--- src/rtl/dmem_pkg.sv ---
// Shared constants, target encoding and FSM states for the data-memory access controller.
package dmem_pkg;

  localparam int ADDR_W     = 27;
  localparam int L1D_ADDR_W = 24;
  localparam int DATA_W     = 32;

  localparam logic [ADDR_W-1:0] L1D_END_DEFAULT  = 27'h1000000;
  localparam logic [ADDR_W-1:0] MU_START_DEFAULT = 27'h2000000;

  typedef enum logic {
    TGT_L1D = 1'b0,
    TGT_MU  = 1'b1
  } target_e;

  typedef enum logic [2:0] {
    ST_IDLE       = 3'd0,
    ST_WAIT_READY = 3'd1,
    ST_START      = 3'd2,
    ST_WAIT_DONE  = 3'd3,
    ST_DONE       = 3'd4,
    ST_FLUSH      = 3'd5
  } state_e;

endpackage

--- src/rtl/dmem_range_decode.sv ---
// Classifies a CPU data access as slow (L1D or MU bus) or fast, and picks the bus target.
module dmem_range_decode
  import dmem_pkg::*;
#(
  parameter logic [ADDR_W-1:0] L1D_END  = L1D_END_DEFAULT,
  parameter logic [ADDR_W-1:0] MU_START = MU_START_DEFAULT
) (
  input  logic [ADDR_W-1:0] addr,
  input  logic              re,
  input  logic              we,
  output target_e           target,
  output logic              slow,
  output logic              fast
);

  logic req;
  logic in_l1d;
  logic in_mu;

  assign req    = re | we;
  assign in_l1d = (addr < L1D_END);
  assign in_mu  = (addr >= MU_START);
  assign target = in_mu ? TGT_MU : TGT_L1D;
  assign slow   = req & (in_l1d | in_mu);
  assign fast   = req & ~(in_l1d | in_mu);

endmodule

--- src/rtl/dmem_access_ctrl.sv ---
// Sequences slow CPU data accesses onto the L1D or MU bus, stalling the CPU until the
// transfer completes; a flushed transfer still waits for its done before going idle.
module dmem_access_ctrl
  import dmem_pkg::*;
#(
  parameter logic [ADDR_W-1:0] L1D_END  = L1D_END_DEFAULT,
  parameter logic [ADDR_W-1:0] MU_START = MU_START_DEFAULT
) (
  input  logic                  clk,
  input  logic                  reset,
  input  logic [ADDR_W-1:0]     addr,
  input  logic                  we,
  input  logic                  re,
  input  logic [DATA_W-1:0]     data,
  input  logic                  clear,
  input  logic                  hold,
  output logic [DATA_W-1:0]     q,
  output logic                  busy,
  output logic [L1D_ADDR_W-1:0] bus_l1d_addr,
  output logic [DATA_W-1:0]     bus_l1d_data,
  output logic                  bus_l1d_we,
  output logic                  bus_l1d_start,
  input  logic [DATA_W-1:0]     bus_l1d_q,
  input  logic                  bus_l1d_done,
  input  logic                  bus_l1d_ready,
  output logic [ADDR_W-1:0]     bus_mu_addr,
  output logic [DATA_W-1:0]     bus_mu_data,
  output logic                  bus_mu_we,
  output logic                  bus_mu_start,
  input  logic [DATA_W-1:0]     bus_mu_q,
  input  logic                  bus_mu_done,
  input  logic                  bus_mu_ready
);

  state_e              state_q, state_d;
  logic [ADDR_W-1:0]   addr_q, addr_d;
  logic [DATA_W-1:0]   data_q, data_d;
  logic                we_q, we_d;
  target_e             target_q, target_d;
  logic [DATA_W-1:0]   q_q, q_d;

  target_e             dec_target;
  logic                dec_slow;
  logic                dec_fast;
  logic                accept;
  logic                sel_ready;
  logic                sel_done;
  logic [DATA_W-1:0]   sel_q;

  dmem_range_decode #(
    .L1D_END  (L1D_END),
    .MU_START (MU_START)
  ) u_decode (
    .addr   (addr),
    .re     (re),
    .we     (we),
    .target (dec_target),
    .slow   (dec_slow),
    .fast   (dec_fast)
  );

  // Handshakes from the bus that is not ours must never advance the FSM.
  assign sel_ready = (target_q == TGT_MU) ? bus_mu_ready : bus_l1d_ready;
  assign sel_done  = (target_q == TGT_MU) ? bus_mu_done  : bus_l1d_done;
  assign sel_q     = (target_q == TGT_MU) ? bus_mu_q     : bus_l1d_q;

  assign accept = (state_q == ST_IDLE) && dec_slow && !dec_fast && !clear;

  always_ff @(posedge clk) begin
    if (reset) begin
      state_q  <= ST_IDLE;
      addr_q   <= '0;
      data_q   <= '0;
      we_q     <= 1'b0;
      target_q <= TGT_L1D;
      q_q      <= '0;
    end else begin
      state_q  <= state_d;
      addr_q   <= addr_d;
      data_q   <= data_d;
      we_q     <= we_d;
      target_q <= target_d;
      q_q      <= q_d;
    end
  end

  always_comb begin
    state_d = state_q;
    case (state_q)
      ST_IDLE:       if (accept) state_d = ST_WAIT_READY;
      ST_WAIT_READY: begin
        if (clear)          state_d = ST_IDLE;
        else if (sel_ready) state_d = ST_START;
      end
      ST_START:      state_d = clear ? ST_FLUSH : ST_WAIT_DONE;
      ST_WAIT_DONE: begin
        if (sel_done)   state_d = ST_DONE;
        else if (clear) state_d = ST_FLUSH;
      end
      ST_DONE:       if (!hold) state_d = ST_IDLE;
      ST_FLUSH:      if (sel_done) state_d = ST_IDLE;
      default:       state_d = ST_IDLE;
    endcase
  end

  always_comb begin
    addr_d   = addr_q;
    data_d   = data_q;
    we_d     = we_q;
    target_d = target_q;
    q_d      = q_q;
    if (accept) begin
      addr_d   = addr;
      data_d   = data;
      we_d     = we;
      target_d = dec_target;
    end
    // A flushed transfer's read data is dropped; only WAIT_DONE updates q.
    if ((state_q == ST_WAIT_DONE) && sel_done) begin
      q_d = sel_q;
    end
  end

  always_comb begin
    bus_l1d_start = (state_q == ST_START) && (target_q == TGT_L1D);
    bus_mu_start  = (state_q == ST_START) && (target_q == TGT_MU);
    busy          = (dec_slow && (state_q != ST_DONE)) || (state_q == ST_FLUSH);
  end

  assign q            = q_q;
  assign bus_l1d_addr = addr_q[L1D_ADDR_W-1:0];
  assign bus_l1d_data = data_q;
  assign bus_l1d_we   = we_q && (target_q == TGT_L1D);
  assign bus_mu_addr  = addr_q;
  assign bus_mu_data  = data_q;
  assign bus_mu_we    = we_q && (target_q == TGT_MU);

endmodule
--- config.mk ---
export PLATFORM = sky130hd
export DESIGN_NAME = dmem_access_ctrl
export DESIGN_NICKNAME = d
export VERILOG_FILES = /design/src/rtl/dmem_pkg.sv /design/src/rtl/dmem_range_decode.sv /design/src/rtl/dmem_access_ctrl.sv
export SDC_FILE = /design/constraint.sdc
export NUM_CORES = 1
export LEC_CHECK = 0
export ABC_AREA = 1
export BUFFER_PORTS_ARGS = -buffer_cell sky130_fd_sc_hd__buf_2
export CAP_MARGIN = 20
export CORE_AREA = 2 2 109 111
export DETAILED_ROUTE_END_ITERATION = 6
export DIE_AREA = 0 0 111 113
export PLACE_DENSITY = 0.73
export SKIP_CTS_REPAIR_TIMING = 1
export SLEW_MARGIN = 25
export SYNTH_ARGS = -nofsm -noshare
export SYNTH_HDL_FRONTEND = slang
export SYNTH_SLANG_ARGS = --single-unit
--- constraint.sdc ---
create_clock -name clk -period 3.3 [get_ports clk]
set_input_delay 0 -clock clk [delete_from_list [all_inputs] [get_ports clk]]
set_output_delay 0 -clock clk [all_outputs]
set_load 0.005 [all_outputs]
# Yosys cells after proc, flatten, opt, wreduce, memory -nomap -nowiden
# Index checks and enable logic that the tools add are counted.
# classes
order_cmp	2
n_reduce_logical	14
bitwise_logic	6
mux	13
n_eq_ne	11
# op_table
cell	n
32-bit 2-to-1 mux	1
27-bit by 26-bit >= comparator with 1-bit output, second input constant	1
27-bit by 25-bit < comparator with 1-bit output, second input constant	1
3-bit 2-to-1 mux	8
3-bit one-hot mux with 6 select lines	1
1-bit logical AND	9
3-bit inequality test, second input constant	3
3-bit by 2-bit equality test with 1-bit output, second input constant	2
3-bit equality test, second input constant	2
2-bit inequality test, second input constant	3
5-bit AND reduction	1
3-bit by 1-bit equality test with 1-bit output, second input constant	1
3-bit zero test	1
1-bit 2-to-1 mux	3
1-bit AND	2
1-bit zero test	2
1-bit inverter	2
1-bit OR	2
1-bit logical OR	1
# word_totals
output_inout_bits	152
elab_cells	52
input_bits	133
regBits	96

# Depth between registers and ports, before layout
# depth
ltp_word	9
mapped_depth	9
depth_no_buf	9

# Hierarchy
# From an unflattened synthesis, not the netlist that was laid out.
# unflattened
cells_unflattened	565
hier_area_um2	4254.1
# modules_own_cells
mod	cells_per_inst	area_each_um2	n_inst	seq_area_each_um2
dmem_access_ctrl	559	4227.8	1	1921.8
dmem_range_decode	6	26.3	1	0.0

# Least setup slack after synthesis
# No wires, ideal clock.
# synth_timing
path_kind	register to register
from	register state_q[0]
to	register q_q[10] (netlist: q[10])
n_path_buf	1
slack_ns	2.128
t_required_ns	3.175
synth_period_minus_slack_ns	1.172
setup_ns	0.125
t_arrival_ns	1.046
path_stages_with_launch	7
path_cell_list	dfxtp_1 -> nand2_2 -> nor2_4 -> nand3_1 -> clkinv_2 -> buf_2 -> a31oi_1
# synth_between
elab_chain_len	2
# synth_lines
item	line_no	rtl
start, declared	dmem_access_ctrl.sv:35	state_e state_q, state_d;
start signal, assigned	dmem_access_ctrl.sv:78	state_q <= state_d;
3-bit by 2-bit equality test with 1-bit output	dmem_access_ctrl.sv:119	if ((state_q == ST_WAIT_DONE) && sel_done) begin
1-bit logical AND	dmem_access_ctrl.sv:119	
end signal, assigned	dmem_access_ctrl.sv:83	q_q <= q_d;
end, declared	dmem_access_ctrl.sv:40	logic [DATA_W-1:0] q_q, q_d;
# Every way passes these cells.
# A chain may end at the register's enable or synchronous reset.

# Worst setup path in the final report
# layout_timing
from	register target_q
to	register q_q[3] (netlist: q[3])
# layout_between
elab_chain_len	2
word_cells_on_any_way	3
classes_between	2 x mux; 1 x reduce/logical
# layout_lines
item	line_no	rtl
start, declared	dmem_access_ctrl.sv:39	target_e target_q, target_d;
start signal, assigned	dmem_access_ctrl.sv:82	target_q <= target_d;
1-bit 2-to-1 mux	dmem_access_ctrl.sv:64	assign sel_done = (target_q == TGT_MU) ? bus_mu_done : bus_l1d_done;
1-bit logical AND	dmem_access_ctrl.sv:119	
# Parallel ways exist; a longest one is shown, timed or not.

==> out/qor.csv <==
stage;metric;value;unit
critical_path;path_delay_family;buffers and inverters;
drt;drc_errors;0;
global_routing;groute.usage.overall;0.1709;
sta;totalNegativeSetupSlack;0;ns
drt;wl_per_cell;13.11;um
power_and_ir_drop;power_frac_clock;0.250;
global_routing;antenna_found_initial;0;
run_status;violations;hold timing;
place;gp_congestion;0.8376;
power_and_ir_drop;powerDensity;611.7;nW/um^2
sta;skew;0.01203;ns
power_and_ir_drop;combPwrFrac;0.362;
global_routing;grt_pass1_wl;17.64;mm
sta;drv_slew;0;
floorplanning;core-area;11270;um^2
critical_path;worst-r2r-setup-slack;0.47;ns
critical_path;cp-start-kind;flop;
critical_path;worst-r2r-cell-count;7;
critical_path;r2r_start;target_q;
clock_network;path_clk_slew;0.07;ns
place;dp_slack;1.097;ns
logic_synthesis;ys_ff_latch;96;
clock_network;clkSinkCount;96;
sta;max_freq;353.7;MHz
critical_path;path_cells;inv_2 -> nand2_1 -> nand3_1 -> clkinv_2 -> o21ai_0 -> a31oi_1 -> dlygate4sd3_1;
drt;drtPass1Iterations;4;
clock_network;insertion_delay;0.33;ns
place;dp_cells;900;
critical_path;r2r-end;q[3];
final_layout;layout_common_cells;284 x buf_2, 131 x nor2_1, 121 x dlygate4sd3_1, 96 x dfxtp_1, 83 x nand2_1;
power_and_ir_drop;netSwitchingFraction;0.3445;
logic_synthesis;ys.flop_type;dfxtp_1;
final_layout;fin_util;0.5937;
sta;finalHoldViolCount;4;
clock_network;cts_tree;yes;
global_routing;grt_pass1_vias;3652;
critical_path;crit_type;reg -> reg;
power_and_ir_drop;vdd_drop_max;341.3;uV
min_path;hold_end;bus_mu_addr[3];
critical_path;arrival;3.05;ns
clock_network;clk_path_buf_depth;2;
clock_network;root_buffer;clkbuf_16;
sta;tightest_slew;0.7594;ns
critical_path;path_buf_inv;3;
flow_run;cap_violations;0;
sta;holdWs;-0.08048;ns
min_path;hp-start;addr[3];
final_layout;stdcell_count;1037;
critical_path;worstSetupEndpointType;flop;
final_layout;antennaDiodeCount;0;
power_and_ir_drop;p_int;2.684;mW
logic_synthesis;synth.avg_cell_area;7.489;um^2
place;port_buffers;284;
run_status;status;complete, but fails checks;
floorplanning;io_pins;285;
critical_path;worst_ep_required_time;3.52;ns
logic_synthesis;yosysWarnings;0;
sta;fin_crit_sh;0.8567;
final_layout;layout_commonest_cell;buf_2;
place;place_area;5192;um^2
global_routing;grt_overflow_total;0;
clock_network;cts_buffers;9;
logic_synthesis;syn_inst;560;
sta;setup_slack;0.4730;ns
place;dp.final_hpwl;8.175;mm
power_and_ir_drop;leakage;3.501;nW
critical_path;critPathSlowestCell;dlygate4sd3_1;
power_and_ir_drop;fin_total_pwr;4.094;mW
power_and_ir_drop;switching_power;1.411;mW
logic_synthesis;synth_nets;693;
logic_synthesis;seq_area_frac_synth;0.4582;
min_path;hold_path.class;in -> reg;
logic_synthesis;synth.distinct_cells;24;
final_layout;area_growth;59.58;%
clock_network;ctsHtreeMaxLevel;3;
floorplanning;dieArea;12540;um^2
floorplanning;row_count;39;
floorplanning;dieHeight;113;um
sta;final.min_clock_period;2.827;ns
drt;final_antenna_net_count;0;
sta;setup_viol;0;
sta;relSlewSlack;0.4931;
final_layout;drive_gt1_frac;0.3490;
power_and_ir_drop;seq_power_share;0.388;
global_routing;grt_max_degree;65;
min_path;whs_path_depth;3;
logic_synthesis;synth.cell_area;4194;um^2
final_layout;final_area;6693;um^2
drt;vias_per_cell;4.624;
drt;routed_wl;13.60;mm
floorplanning;die_w;111;um
logic_synthesis;async_reset_ff_frac;0;
final_layout;nNetsFinal;1022;
critical_path;cp_max_fo;64;
final_layout;fillCellCount;953;
critical_path;slowest_delay;0.62;ns
floorplanning;start_util;0.3721;
sta;rsz0062_at_grt;no;
drt;drt_iter0_drc;355;
logic_synthesis;synth_edf_count;0;
drt;vias;4795;
-- worst reg2reg max path, cell delays in order, from the launching register on --
cell,delay (ns)
dfxtp_1,0.32
inv_2,0.41
nand2_1,0.13
nand3_1,0.13
clkinv_2,0.59
o21ai_0,0.44
a31oi_1,0.07
dlygate4sd3_1,0.62
-- per-layer routing --
metal / up-vias / track usage / routed length [um]
met5: - / 0 / 0
met4: 0 / 0.04833 / 251
met3: 21 / 0.05303 / 1057
met2: 213 / 0.2871 / 6831
met1: 2133 / 0.2130 / 5456
li1: 2428 / - / -
-- flip-flops by register name, indices dropped and copies added (netlist names) --
signal / flops
target_q: 1
state_q: 3
q: 32
bus_mu_addr: 27
bus_l1d_data: 32
we_q: 1
-- final cells by class --
cell class | count | area (um^2) | share of cell area
Clock inverter | 6 | 60.06 | 0.008974
Sequential cell | 96 | 1922 | 0.2872
Inverter | 13 | 50.05 | 0.007478
Clock buffer | 10 | 229.0 | 0.03421
Tap cell | 143 | 178.9 | 0.02673
Timing Repair Buffer | 409 | 2663 | 0.3978
Multi-Input combinational cell | 360 | 1590 | 0.2376
-- cells by family (layout without fill, tap and decap cells) --
kind of cell,Yosys count,in the layout,share of synthesized area
buffers and inverters,104,438,0.1626
flip-flops,96,96,0.4582
AO/OA/AOI/OAI,135,135,0.1721
AND/OR/NAND/NOR,225,225,0.2070
-- Yosys cell counts (3+ instances only) --
cell,n,area share
a21oi_1,6,0.0072
a31oi_1,32,0.048
buf_2,9,0.011
buf_4,56,0.10
buf_6,9,0.024
clkbuf_1,15,0.013
dfxtp_1,96,0.46
inv_1,9,0.0081
inv_2,3,0.0027
nand2_1,83,0.074
nand3_1,6,0.0072
nor2_1,131,0.12
o21ai_0,61,0.073
o21ai_1,33,0.039
-- power groups by stage --
stage | combinational [mW] | sequential, mW | clock [mW]
after CTS | 1.33 | 1.59 | 1.05
after global placement | 1.32 | 1.61 | 0
after floorplan | 0.998 | 1.62 | 0
after global routing | 1.66 | 1.62 | 1.11
after detailed placement | 1.33 | 1.61 | 0
final | 1.48 | 1.59 | 1.02
-- worst max path at each step --
stage                from     to  slack, ns  cells past startpoint
4_1_cts          target_q   q[1]       1.09                      6
3_3_place_gp     target_q   q[3]       1.16                      6
5_1_grt          target_q   q[2]       0.19                      7
6_report         target_q   q[3]       0.47                      7
2_1_floorplan  state_q[0]  q[10]       2.13                      6
3_5_place_dp     target_q   q[2]       1.10                      6
Power figures use the tool's default switching activity.
